### config.mk
export PLATFORM = sky130hd
export DESIGN_NAME = fmdll_freq_det_flat
export DESIGN_NICKNAME = d
export VERILOG_FILES = /design/src/rtl/fmdll_freq_det_if.sv /design/src/rtl/fmdll_freq_det.sv /design/src/flat_wrapper.sv
export SDC_FILE = /design/constraint.sdc
export NUM_CORES = 1
export LEC_CHECK = 0
export CORE_MARGIN = 5
export CORE_UTILIZATION = 56
export CTS_BUF_LIST = sky130_fd_sc_hd__clkbuf_8
export CTS_CLUSTER_DIAMETER = 150
export DETAILED_ROUTE_END_ITERATION = 10
export HOLD_SLACK_MARGIN = 0.1
export PLACE_DENSITY = 0.79
export SYNTH_ARGS = -nofsm -noshare
export SYNTH_HDL_FRONTEND = slang
export SYNTH_SLANG_ARGS = --single-unit
export TNS_END_PERCENT = 1
### constraint.sdc
create_clock -name clk_out -period 6.4 [get_ports clk_out]
set_clock_uncertainty 0.2 [all_clocks]
set_input_delay 1.28 -clock clk_out [delete_from_list [all_inputs] [get_ports clk_out]]
set_output_delay 1.28 -clock clk_out [all_outputs]
set_load 0.03 [all_outputs]
### src/rtl/fmdll_freq_det_if.sv
// rtl/fmdll_freq_det_if.sv - interface bundle for the FMDLL frequency detector
//
// Purpose: groups the reference clock input, control inputs and measurement
// outputs of fmdll_freq_det so the detector and its driver share one port.
// Signals:
//   clk_ext    reference clock, treated as asynchronous data by the detector
//   en         measurement enable
//   N, M       multiplication / division factors (latched when leaving IDLE)
//   up, dn     correction flags (clk_out too slow / too fast)
//   lock       hysteretic frequency lock
//   meas_valid one-cycle pulse when a window closes
//   meas_cnt   clk_out cycle count of the last window
// Modports: master drives clk_ext/en/N/M, slave (the detector) drives results.
interface fmdll_freq_det_if #(
  parameter int N_W   = 4,
  parameter int M_W   = 2,
  parameter int CNT_W = 8
);
  logic             clk_ext;
  logic             en;
  logic [N_W-1:0]   N;
  logic [M_W-1:0]   M;
  logic             up;
  logic             dn;
  logic             lock;
  logic             meas_valid;
  logic [CNT_W-1:0] meas_cnt;

  modport master (
    output clk_ext, en, N, M,
    input  up, dn, lock, meas_valid, meas_cnt
  );

  modport slave (
    input  clk_ext, en, N, M,
    output up, dn, lock, meas_valid, meas_cnt
  );
endinterface

### src/rtl/fmdll_freq_det.sv
// rtl/fmdll_freq_det.sv - closed-window frequency detector for the FMDLL loop
//
// Purpose: counts clk_out cycles over WIN_MULT*M reference periods and
// compares the count with WIN_MULT*N, producing up/dn correction flags and a
// hysteretic lock indicator. Everything runs in the clk_out domain; clk_ext is
// synchronised as data.
// Ports:
//   clk_out  sole clock
//   rst      synchronous active-high reset
//   bus      fmdll_freq_det_if.slave (clk_ext, en, N, M in; up, dn, lock,
//            meas_valid, meas_cnt out)
module fmdll_freq_det #(
  parameter int N_W      = 4,
  parameter int M_W      = 2,
  parameter int WIN_MULT = 4,
  parameter int TOL      = 1,
  parameter int LOCK_CNT = 3,
  parameter int CNT_W    = N_W + $clog2(WIN_MULT) + 2
) (
  input  logic             clk_out,
  input  logic             rst,
  fmdll_freq_det_if.slave  bus
);

  localparam int E_W  = M_W + $clog2(WIN_MULT) + 1;
  localparam int LC_W = $clog2(LOCK_CNT + 1);
  localparam logic [CNT_W-1:0] CNT_MAX = '1;

  typedef enum logic [1:0] {S_IDLE, S_ARM, S_MEAS} state_e;

  state_e           state_q, state_d;
  logic             s1_q, s2_q, s3_q;
  logic             ref_rise;
  logic [N_W-1:0]   n_q, n_d;
  logic [M_W-1:0]   m_q, m_d;
  logic [CNT_W-1:0] cyc_q, cyc_d;
  logic [E_W-1:0]   edge_q, edge_d;
  logic [LC_W-1:0]  in_q, in_d;
  logic [1:0]       out_q, out_d;
  logic             up_q, up_d, dn_q, dn_d, lock_q, lock_d, mv_q, mv_d;
  logic [CNT_W-1:0] mc_q, mc_d;

  logic             params_bad, win_close, timeout;
  logic [E_W-1:0]   win_target, edge_inc;
  logic [CNT_W-1:0] cnt_now, exp_cnt;
  logic [CNT_W:0]   cnt_hi, exp_hi;
  logic             too_slow, too_fast, in_band;

  // Two-flop synchroniser plus edge flop: fixed 3-cycle latency on every
  // reference edge, so it cancels out over a window.
  always_ff @(posedge clk_out) begin
    if (rst) begin
      s1_q <= 1'b0;
      s2_q <= 1'b0;
      s3_q <= 1'b0;
    end else begin
      s1_q <= bus.clk_ext;
      s2_q <= s1_q;
      s3_q <= s2_q;
    end
  end

  assign ref_rise   = s2_q & ~s3_q;
  assign params_bad = (n_q == '0) || (m_q == '0);
  assign win_target = E_W'(m_q) * E_W'(WIN_MULT);
  assign edge_inc   = edge_q + E_W'(1);
  assign win_close  = (state_q == S_MEAS) && ref_rise && (edge_inc == win_target);
  // Reference stopped: the count would saturate this cycle without a close.
  assign timeout    = (state_q == S_MEAS) && !win_close && (cyc_q == CNT_MAX - CNT_W'(1));

  // Count including the current cycle; compared without subtraction so that
  // small expected values cannot underflow.
  assign cnt_now  = timeout ? CNT_MAX : cyc_q + CNT_W'(1);
  assign exp_cnt  = CNT_W'(n_q) * CNT_W'(WIN_MULT);
  assign cnt_hi   = {1'b0, cnt_now} + (CNT_W+1)'(TOL);
  assign exp_hi   = {1'b0, exp_cnt} + (CNT_W+1)'(TOL);
  assign too_slow = cnt_hi < {1'b0, exp_cnt};
  assign too_fast = {1'b0, cnt_now} > exp_hi;
  assign in_band  = !too_slow && !too_fast && !timeout;

  // FSM state register
  always_ff @(posedge clk_out) begin
    if (rst) state_q <= S_IDLE;
    else     state_q <= state_d;
  end

  // FSM next state
  always_comb begin
    state_d = state_q;
    if (!bus.en) begin
      state_d = S_IDLE;
    end else begin
      case (state_q)
        S_IDLE: state_d = S_ARM;
        S_ARM: begin
          if (params_bad)    state_d = S_IDLE;
          else if (ref_rise) state_d = S_MEAS;
        end
        S_MEAS: if (timeout) state_d = S_ARM;
        default: state_d = S_IDLE;
      endcase
    end
  end

  // Datapath and registered-output next values
  always_comb begin
    n_d    = n_q;
    m_d    = m_q;
    cyc_d  = cyc_q;
    edge_d = edge_q;
    in_d   = in_q;
    out_d  = out_q;
    up_d   = up_q;
    dn_d   = dn_q;
    lock_d = lock_q;
    mv_d   = 1'b0;
    mc_d   = mc_q;
    if (!bus.en || state_q == S_IDLE) begin
      cyc_d  = '0;
      edge_d = '0;
      in_d   = '0;
      out_d  = '0;
      up_d   = 1'b0;
      dn_d   = 1'b0;
      lock_d = 1'b0;
      if (!bus.en) begin
        mc_d = '0;
      end else begin
        n_d = bus.N;
        m_d = bus.M;
      end
    end else if (state_q == S_ARM) begin
      if (ref_rise) begin
        cyc_d  = '0;
        edge_d = '0;
      end
    end else if (state_q == S_MEAS) begin
      cyc_d = cyc_q + CNT_W'(1);
      if (ref_rise) edge_d = edge_inc;
      if (win_close || timeout) begin
        // The closing edge also arms the next window, hence the clear.
        mv_d   = 1'b1;
        mc_d   = cnt_now;
        cyc_d  = '0;
        edge_d = '0;
        up_d   = timeout ? 1'b0 : too_slow;
        dn_d   = timeout ? 1'b1 : too_fast;
        if (in_band) begin
          in_d  = (in_q == LC_W'(LOCK_CNT)) ? in_q : in_q + LC_W'(1);
          out_d = '0;
          if (in_d == LC_W'(LOCK_CNT)) lock_d = 1'b1;
        end else begin
          in_d  = '0;
          out_d = (out_q == 2'd2) ? out_q : out_q + 2'd1;
          if (out_d == 2'd2) lock_d = 1'b0;
        end
      end
    end
  end

  always_ff @(posedge clk_out) begin
    if (rst) begin
      n_q    <= '0;
      m_q    <= '0;
      cyc_q  <= '0;
      edge_q <= '0;
      in_q   <= '0;
      out_q  <= '0;
      up_q   <= 1'b0;
      dn_q   <= 1'b0;
      lock_q <= 1'b0;
      mv_q   <= 1'b0;
      mc_q   <= '0;
    end else begin
      n_q    <= n_d;
      m_q    <= m_d;
      cyc_q  <= cyc_d;
      edge_q <= edge_d;
      in_q   <= in_d;
      out_q  <= out_d;
      up_q   <= up_d;
      dn_q   <= dn_d;
      lock_q <= lock_d;
      mv_q   <= mv_d;
      mc_q   <= mc_d;
    end
  end

  assign bus.up         = up_q;
  assign bus.dn         = dn_q;
  assign bus.lock       = lock_q;
  assign bus.meas_valid = mv_q;
  assign bus.meas_cnt   = mc_q;

endmodule
### src/flat_wrapper.sv
// flat-port wrapper written by rule: the top's interface ports become plain ports
module fmdll_freq_det_flat 
#(
  parameter int N_W      = 4,
  parameter int M_W      = 2,
  parameter int WIN_MULT = 4,
  parameter int TOL      = 1,
  parameter int LOCK_CNT = 3,
  parameter int CNT_W    = N_W + $clog2(WIN_MULT) + 2
)
  (clk_out, rst, bus_clk_ext, bus_en, bus_N, bus_M, bus_up, bus_dn, bus_lock, bus_meas_valid, bus_meas_cnt);
  fmdll_freq_det_if #(.N_W(N_W), .M_W(M_W), .CNT_W(CNT_W)) bus_i ();
  input  logic clk_out;
  input  logic rst;
  input wire logic [$bits(bus_i.clk_ext)-1:0] bus_clk_ext;
  input wire logic [$bits(bus_i.en)-1:0] bus_en;
  input wire logic [$bits(bus_i.N)-1:0] bus_N;
  input wire logic [$bits(bus_i.M)-1:0] bus_M;
  output wire logic [$bits(bus_i.up)-1:0] bus_up;
  output wire logic [$bits(bus_i.dn)-1:0] bus_dn;
  output wire logic [$bits(bus_i.lock)-1:0] bus_lock;
  output wire logic [$bits(bus_i.meas_valid)-1:0] bus_meas_valid;
  output wire logic [$bits(bus_i.meas_cnt)-1:0] bus_meas_cnt;
  assign bus_i.clk_ext = bus_clk_ext;
  assign bus_i.en = bus_en;
  assign bus_i.N = bus_N;
  assign bus_i.M = bus_M;
  assign bus_up = bus_i.up;
  assign bus_dn = bus_i.dn;
  assign bus_lock = bus_i.lock;
  assign bus_meas_valid = bus_i.meas_valid;
  assign bus_meas_cnt = bus_i.meas_cnt;
  fmdll_freq_det #(.N_W(N_W), .M_W(M_W), .WIN_MULT(WIN_MULT), .TOL(TOL), .LOCK_CNT(LOCK_CNT), .CNT_W(CNT_W)) u_core (.clk_out(clk_out), .rst(rst), .bus(bus_i));
endmodule
# Word level (Yosys, flattened, before mapping)

Cells that the tools add are included.

Add/sub/neg operators: 6
Multiply operators: 0
Div/mod/pow operators: 0
Magnitude comparators: 2
Equal/unequal tests: 14
Shift operators: 0
Multiplexer cells: 29
Bitwise logic cells: 5
Reductions and logical operators: 32

Operators with widths:

| operator                                                                 | count |
|---|---|
| 8-bit 2-to-1 mux                                                         | 10 |
| 5-bit 2-to-1 mux                                                         | 5 |
| 2-bit 2-to-1 mux                                                         | 7 |
| 2-bit == test (second input constant)                                    | 5 |
| 2-bit nonzero test                                                       | 5 |
| 8-bit by 1-bit adder with 9-bit output (second input constant)           | 1 |
| 8-bit by 9-bit greater-than comparator with 1-bit output                 | 1 |
| 9-bit by 6-bit < comparator with 1-bit output                            | 1 |
| 8-bit by 1-bit adder with 8-bit output (second input constant)           | 1 |
| 8-bit == test (second input constant)                                    | 1 |
| 6-bit by 1-bit adder with 7-bit output (second input constant)           | 1 |
| 1-bit logical AND                                                        | 6 |
| 1-bit 2-to-1 mux                                                         | 6 |
| 2-bit by 1-bit inequality test with 1-bit output (second input constant) | 3 |
| 2-bit case mux with 3 select lines                                       | 1 |
| 2-bit AND reduction                                                      | 3 |
| 3-bit AND reduction                                                      | 2 |
| 5-bit by 1-bit adder with 5-bit output (second input constant)           | 1 |
| 5-bit by 4-bit == test with 1-bit output                                 | 1 |
| 1-bit zero test                                                          | 5 |
| 5-bit AND reduction                                                      | 1 |
| 2-bit by 1-bit adder with 2-bit output (second input constant)           | 2 |
| 2-bit zero test                                                          | 2 |
| 4-bit zero test                                                          | 1 |
| other kinds (9)                                                          | 16 |

Flip-flop bits (word level): 40
Bits in latches: 0
RAM bits: 0
ROM bits: 0
Input port bits: 10
Logic and storage cells: 103
Memories: 0

# Depth between registers and ports, before layout

Depth after elaboration: 15
Mapped depth: 15
Depth with buffers taken out: 15

# Least setup slack after synthesis

No wires, ideal clock.

Path kind: flip-flop to flip-flop
From: register u_core.edge_q[0]
To: register u_core.out_q[0]
Library setup time: 0.121 ns
Data arrival time: 3.058 ns
Required time: 6.079 ns
Path slack: 3.021 ns
Stages on the path, launching flop included: 15
Period minus slack after synthesis: 3.379 ns
Path through: dfxtp_1 ha_1 nand3_1 xor2_1 a31oi_2 clkbuf_1 or2_2 ha_1 and4_1 o21ai_0 a32oi_1 or4_1 buf_2 a32oi_1 nand2_1

Longest elaborated chain between the ends: 13

RTL lines:

| item                                          | line                  | text |
|---|---|---|
| start: declaration                            | fmdll_freq_det.sv:37  | `logic [E_W-1:0] edge_q, edge_d;` |
| start signal: assignment                      | fmdll_freq_det.sv:178 | `edge_q <= edge_d;` |
| 5-bit by 1-bit adder with 5-bit output (*)    | fmdll_freq_det.sv:66  | `assign edge_inc = edge_q + E_W'(1);` |
| 5-bit by 4-bit == test with 1-bit output (*)  | fmdll_freq_det.sv:67  | `assign win_close = (state_q == S_MEAS) && ref_rise && (edge_inc == win_target);` |
| 1-bit logical AND (*)                         | fmdll_freq_det.sv:67  |  |
| 1-bit zero test                               | fmdll_freq_det.sv:69  | `assign timeout = (state_q == S_MEAS) && !win_close && (cyc_q == CNT_MAX - CNT_W'(1));` |
| 1-bit logical AND (2 in series)               | fmdll_freq_det.sv:69  |  |
| 8-bit 2-to-1 mux                              | fmdll_freq_det.sv:73  | `assign cnt_now = timeout ? CNT_MAX : cyc_q + CNT_W'(1);` |
| 8-bit by 1-bit adder with 9-bit output        | fmdll_freq_det.sv:75  | `assign cnt_hi = {1'b0, cnt_now} + (CNT_W+1)'(TOL);` |
| 9-bit by 6-bit < comparator with 1-bit output | fmdll_freq_det.sv:77  | `assign too_slow = cnt_hi < {1'b0, exp_cnt};` |
| 1-bit zero test                               | fmdll_freq_det.sv:79  | `assign in_band = !too_slow && !too_fast && !timeout;` |
| 1-bit logical AND (2 in series)               | fmdll_freq_det.sv:79  |  |
| 2-bit 2-to-1 mux                              | fmdll_freq_det.sv:148 | `if (in_band) begin` |
| end signal: assignment                        | fmdll_freq_det.sv:180 | `out_q <= out_d;` |
| end: declaration                              | fmdll_freq_det.sv:39  | `logic [1:0] out_q, out_d;` |

Every way passes the cells marked *; elsewhere a longest branch is shown, timed or not.
A chain may end at the register's enable or synchronous reset.

# Worst setup path in the final report

From: register u_core.cyc_q[2]
To: register u_core.lock_q (netlist: u_core.bus.lock)

Longest elaborated chain between the ends: 10

RTL lines:

| item                                                                            | line                  | text |
|---|---|---|
| start: declaration                                                              | fmdll_freq_det.sv:36  | `logic [CNT_W-1:0] cyc_q, cyc_d;` |
| start signal: assignment                                                        | fmdll_freq_det.sv:177 | `cyc_q <= cyc_d;` |
| branches (longest 10 deep; another with 8-bit by 1-bit adder with 9-bit output) | --                    |  |
| end signal: assignment                                                          | fmdll_freq_det.sv:183 | `lock_q <= lock_d;` |
| end: declaration                                                                | fmdll_freq_det.sv:40  | `logic up_q, up_d, dn_q, dn_d, lock_q, lock_d, mv_q, mv_d;` |

Parallel ways; which one is timed is not known.

==> flow_summary_export.csv <==
group,metric,value,unit
status,status,"completed",
global_routing,grt_max_degree,18,
route,drcViolationCount,0,
sta,relSlewSlack,50.5,%
clock_tree,cts_sinks,40,
cells_and_area,area_delta_synth_final,13.1,%
pwr,p_sw_share,24.5,%
logic_synthesis,syn_inst,277,
placement,post_dp_cell_area,2550,um^2
worst_hold_path,hold_path.class,"reg2reg",
clock_tree,ctsHoldBuffers,0,
cells_and_area,final_cells,342,
logic_synthesis,synthArstFlopShare,0,%
floorplan,dieArea,5580,um^2
placement,io_buffers,21,
route,vias,2102,
global_routing,grt_usage,22.4,%
cells_and_area,final_area,2650,um^2
route,dr.pass1.iters,4,
placement,dp_hpwl,4240,um
worst_setup_path,critPathArrivalTime,4470,ps
route,drtIter0Drc,115,
pwr,p_per_area,177,nW/um^2
pwr,p_comb_share,7.7,%
worst_setup_path,critPathKind,"reg2reg",
global_routing,grt_pass1_wl,9540,um
route,totalWireLength,5670,um
clock_tree,cts_tree,"built",
flow_run,max_cap_viol_count,0,
cells_and_area,drive_gt1_share,7.53,%
sta,period_share,70.1,%
logic_synthesis,synth-seq-cells,40,
global_routing,antenna_found_initial,0,
worst_setup_path,path_common_cell,"nand4_1",
worst_setup_path,worstPathRequired,6380,ps
route,ant_nets,0,
floorplan,row_count,23,
logic_synthesis,synth_area,2350,um^2
clock_tree,ctsResizeCount,0,
pwr,p_leak,0.957,nW
sta,fin_setup_tns,0,ps
worst_setup_path,crit_fanout,13,
route,vias_per_cell,6.15,
worst_setup_path,cp_num_buf_inv,0,
global_routing,overflow,0,
worst_setup_path,worst_path_max_delay_cell,"a31oi_2",
clock_tree,clkTransAtPathRegs,80,ps
sta,rsz0062_at_grt,"false",
sta,post-route-min-period,4480,ps
clock_tree,postCtsSetupBuffers,0,
pwr,power_switching,0.115,mW
cells_and_area,multi_input_area,1440,um^2
logic_synthesis,yosys_warnings,0,
clock_tree,clockRootBuffer,"clkbuf_8",
worst_setup_path,crit_family,"compound AO/OA/AOI/OAI gates",
logic_synthesis,synth-seq-area-share,34.1,%
sta,tightest_slew,739,ps
pwr,ir_drop,0.000141,V
worst_setup_path,path_cells,"and4_1, nand4_1, a31oi_2, or2_2, a21oi_1, a211oi_1, ha_1, a2111oi_0, nand4_1, o211ai_1, o211a_1, o41ai_2",
clock_tree,cts.htree.levels,2,
floorplan,coreArea,4030,um^2
global_routing,first_global_vias,1999,
cells_and_area,fillCellCount,363,
logic_synthesis,synth_edf_count,0,
cells_and_area,nets,315,
logic_synthesis,synthFlopType,"dfxtp_1",
floorplan,fp.dieH,74.7,um
logic_synthesis,synth_nets,301,
route,wl_per_cell,16.6,um
pwr,intPower,0.355,mW
cells_and_area,final_common_cell,"dfxtp_1",
logic_synthesis,syn_area_per_cell,8.47,um^2
cells_and_area,diodes,0,
clock_tree,cts_buffers,5,
placement,gp_congestion,0.995,
floorplan,die_w,74.7,um
sta,hold_violations,0,
sta,finalSetupViolCount,0,
pwr,total_power,0.470,mW
sta,slew_viol_final,0,
logic_synthesis,synth_cell_type_count,54,
pwr,p_clk_share,38.3,%
worst_setup_path,startpoint_type,"flip-flop",
cells_and_area,final_cell_mix,"40 x dfxtp_1, 30 x nor2_1, 22 x a21oi_1, 21 x clkdlybuf4s50_1, 15 x nand3_1",
worst_setup_path,slowest_delay,640,ps
clock_tree,cts_buffer_depth,2,
worst_setup_path,timing.reg2reg.setup_slack,1920,ps
cells_and_area,ff_latch_area,801,um^2
clock_tree,worstSkewPairLatency,310,ps
floorplan,boundaryPins,22,
pwr,power.share.sequential,54.0,%
floorplan,start_util,58.2,%
sta,max_clock_freq,223,MHz
placement,dp_cells,334,
worst_setup_path,cp-end-kind,"flip-flop",
## synth_stat cells, types with 2 or more instances
| master | instances | area, um^2 |
|---|---|---|
| a211oi_1 | 3 | 22.5 |
| a21o_1 | 2 | 15.0 |
| a21oi_1 | 22 | 110 |
| a22oi_1 | 3 | 22.5 |
| a2bb2oi_1 | 2 | 17.5 |
| a31oi_2 | 2 | 25.0 |
| a32oi_1 | 7 | 61.3 |
| and2_1 | 2 | 12.5 |
| and3_1 | 3 | 18.8 |
| and4_1 | 4 | 35.0 |
| buf_2 | 5 | 25.0 |
| clkbuf_1 | 7 | 26.3 |
| dfxtp_1 | 40 | 801 |
| ha_1 | 14 | 175 |
| inv_1 | 11 | 41.3 |
| mux2i_1 | 4 | 40.0 |
| nand2_1 | 13 | 48.8 |
| nand2b_1 | 7 | 43.8 |
| nand3_1 | 15 | 75.1 |
| nand4_1 | 4 | 25.0 |
| nor2_1 | 30 | 113 |
| nor2b_1 | 7 | 43.8 |
| nor3_1 | 3 | 15.0 |
| nor3_2 | 2 | 20.0 |
| o2111ai_1 | 2 | 17.5 |
| o211a_1 | 2 | 20.0 |
| o211ai_1 | 4 | 30.0 |
| o21ai_0 | 14 | 70.1 |
| o31ai_1 | 4 | 30.0 |
| or2_2 | 4 | 25.0 |
| xnor2_1 | 7 | 61.3 |
| xor2_1 | 6 | 52.6 |
## cells by family (layout without fill, tap and decap cells)
family | after synthesis | after routing | share of synthesized area [%]
DFF | 40 | 40 | 34.1
adders and majority gates | 14 | 14 | 7.47
buffers and inverters | 25 | 40 | 4.48
and+or+nand+nor | 104 | 104 | 23.8
xor gates and xnor gates | 14 | 14 | 5.81
muxes | 4 | 4 | 1.71
AOI/OAI and AO/OA | 76 | 76 | 22.6
## power groups by stage
stage | Sequential (mW) | Combinational, mW | Clock, mW
2_1_floorplan | 0.259 | 0.0247 | 0
3_3_place_gp | 0.260 | 0.0353 | 0
3_5_place_dp | 0.260 | 0.0358 | 0
4_1_cts | 0.254 | 0.0360 | 0.184
5_1_grt | 0.254 | 0.0404 | 0.194
6_report | 0.254 | 0.0362 | 0.180
## layer usage
metal / share of wire [%] / routed length, um / GRT usage [%]
met1: 44 / 2520 / 28.6
met2: 48 / 2740 / 37.4
met3: 5.5 / 312 / 4.81
met4: 1.7 / 96 / 7.91
met5: 0 / 0 / 0
## final timing paths
check | startpoint | endpoint | cells after the start
setup / recovery | u_core.cyc_q[2]$_SDFFE_PP0P_ | u_core.bus.lock$_SDFFE_PP0P_ | 12
hold / removal | u_core.s1_q$_SDFF_PP0_ | u_core.s2_q$_SDFF_PP0_ | 1
setup reg to reg | u_core.cyc_q[2]$_SDFFE_PP0P_ | u_core.bus.lock$_SDFFE_PP0P_ | 12
hold reg to reg | u_core.s1_q$_SDFF_PP0_ | u_core.s2_q$_SDFF_PP0_ | 1
## area by class of cell
class | count | share of cell area [%]
multi-input combinational | 212 | 54.3
timing repair buffer | 21 | 7.92
clock inverter | 2 | 0.566
sequential | 40 | 30.2
clock buffer | 6 | 3.11
inverter | 11 | 1.56
tap | 50 | 2.36
## metrics by stage
| stage | hold slack [ps] | setup WS, ps | utilization [%] |
|---|---|---|---|
| 2_1_floorplan | 214 | 3020 | - |
| 3_3_place_gp | 221 | 2310 | 63.4 |
| 3_5_place_dp | 253 | 2000 | 63.4 |
| 4_1_cts | 267 | 1990 | 65.8 |
| 5_1_grt | 283 | 1640 | 65.8 |
| 6_report | 260 | 1920 | 65.8 |
## worst reg2reg max path: stages (launching register included)
cell and delay [ps]:
dfxtp_1 560, and4_1 320, nand4_1 460, a31oi_2 640, or2_2 240, a21oi_1 50, a211oi_1 240, ha_1 310
a2111oi_0 610, nand4_1 190, o211ai_1 190, o211a_1 280, o41ai_2 100
## flip-flops by register name, summed over array words and instances (netlist names), 2 cells and up
signal and count:
u_core.out_q 2, u_core.in_q 2, u_core.edge_q 5, u_core.cyc_q 8
u_core.bus.meas_cnt 8, u_core.state_q 2, u_core.n_q 4, u_core.m_q 2
Note: power is estimated with default switching activity, not from simulation.
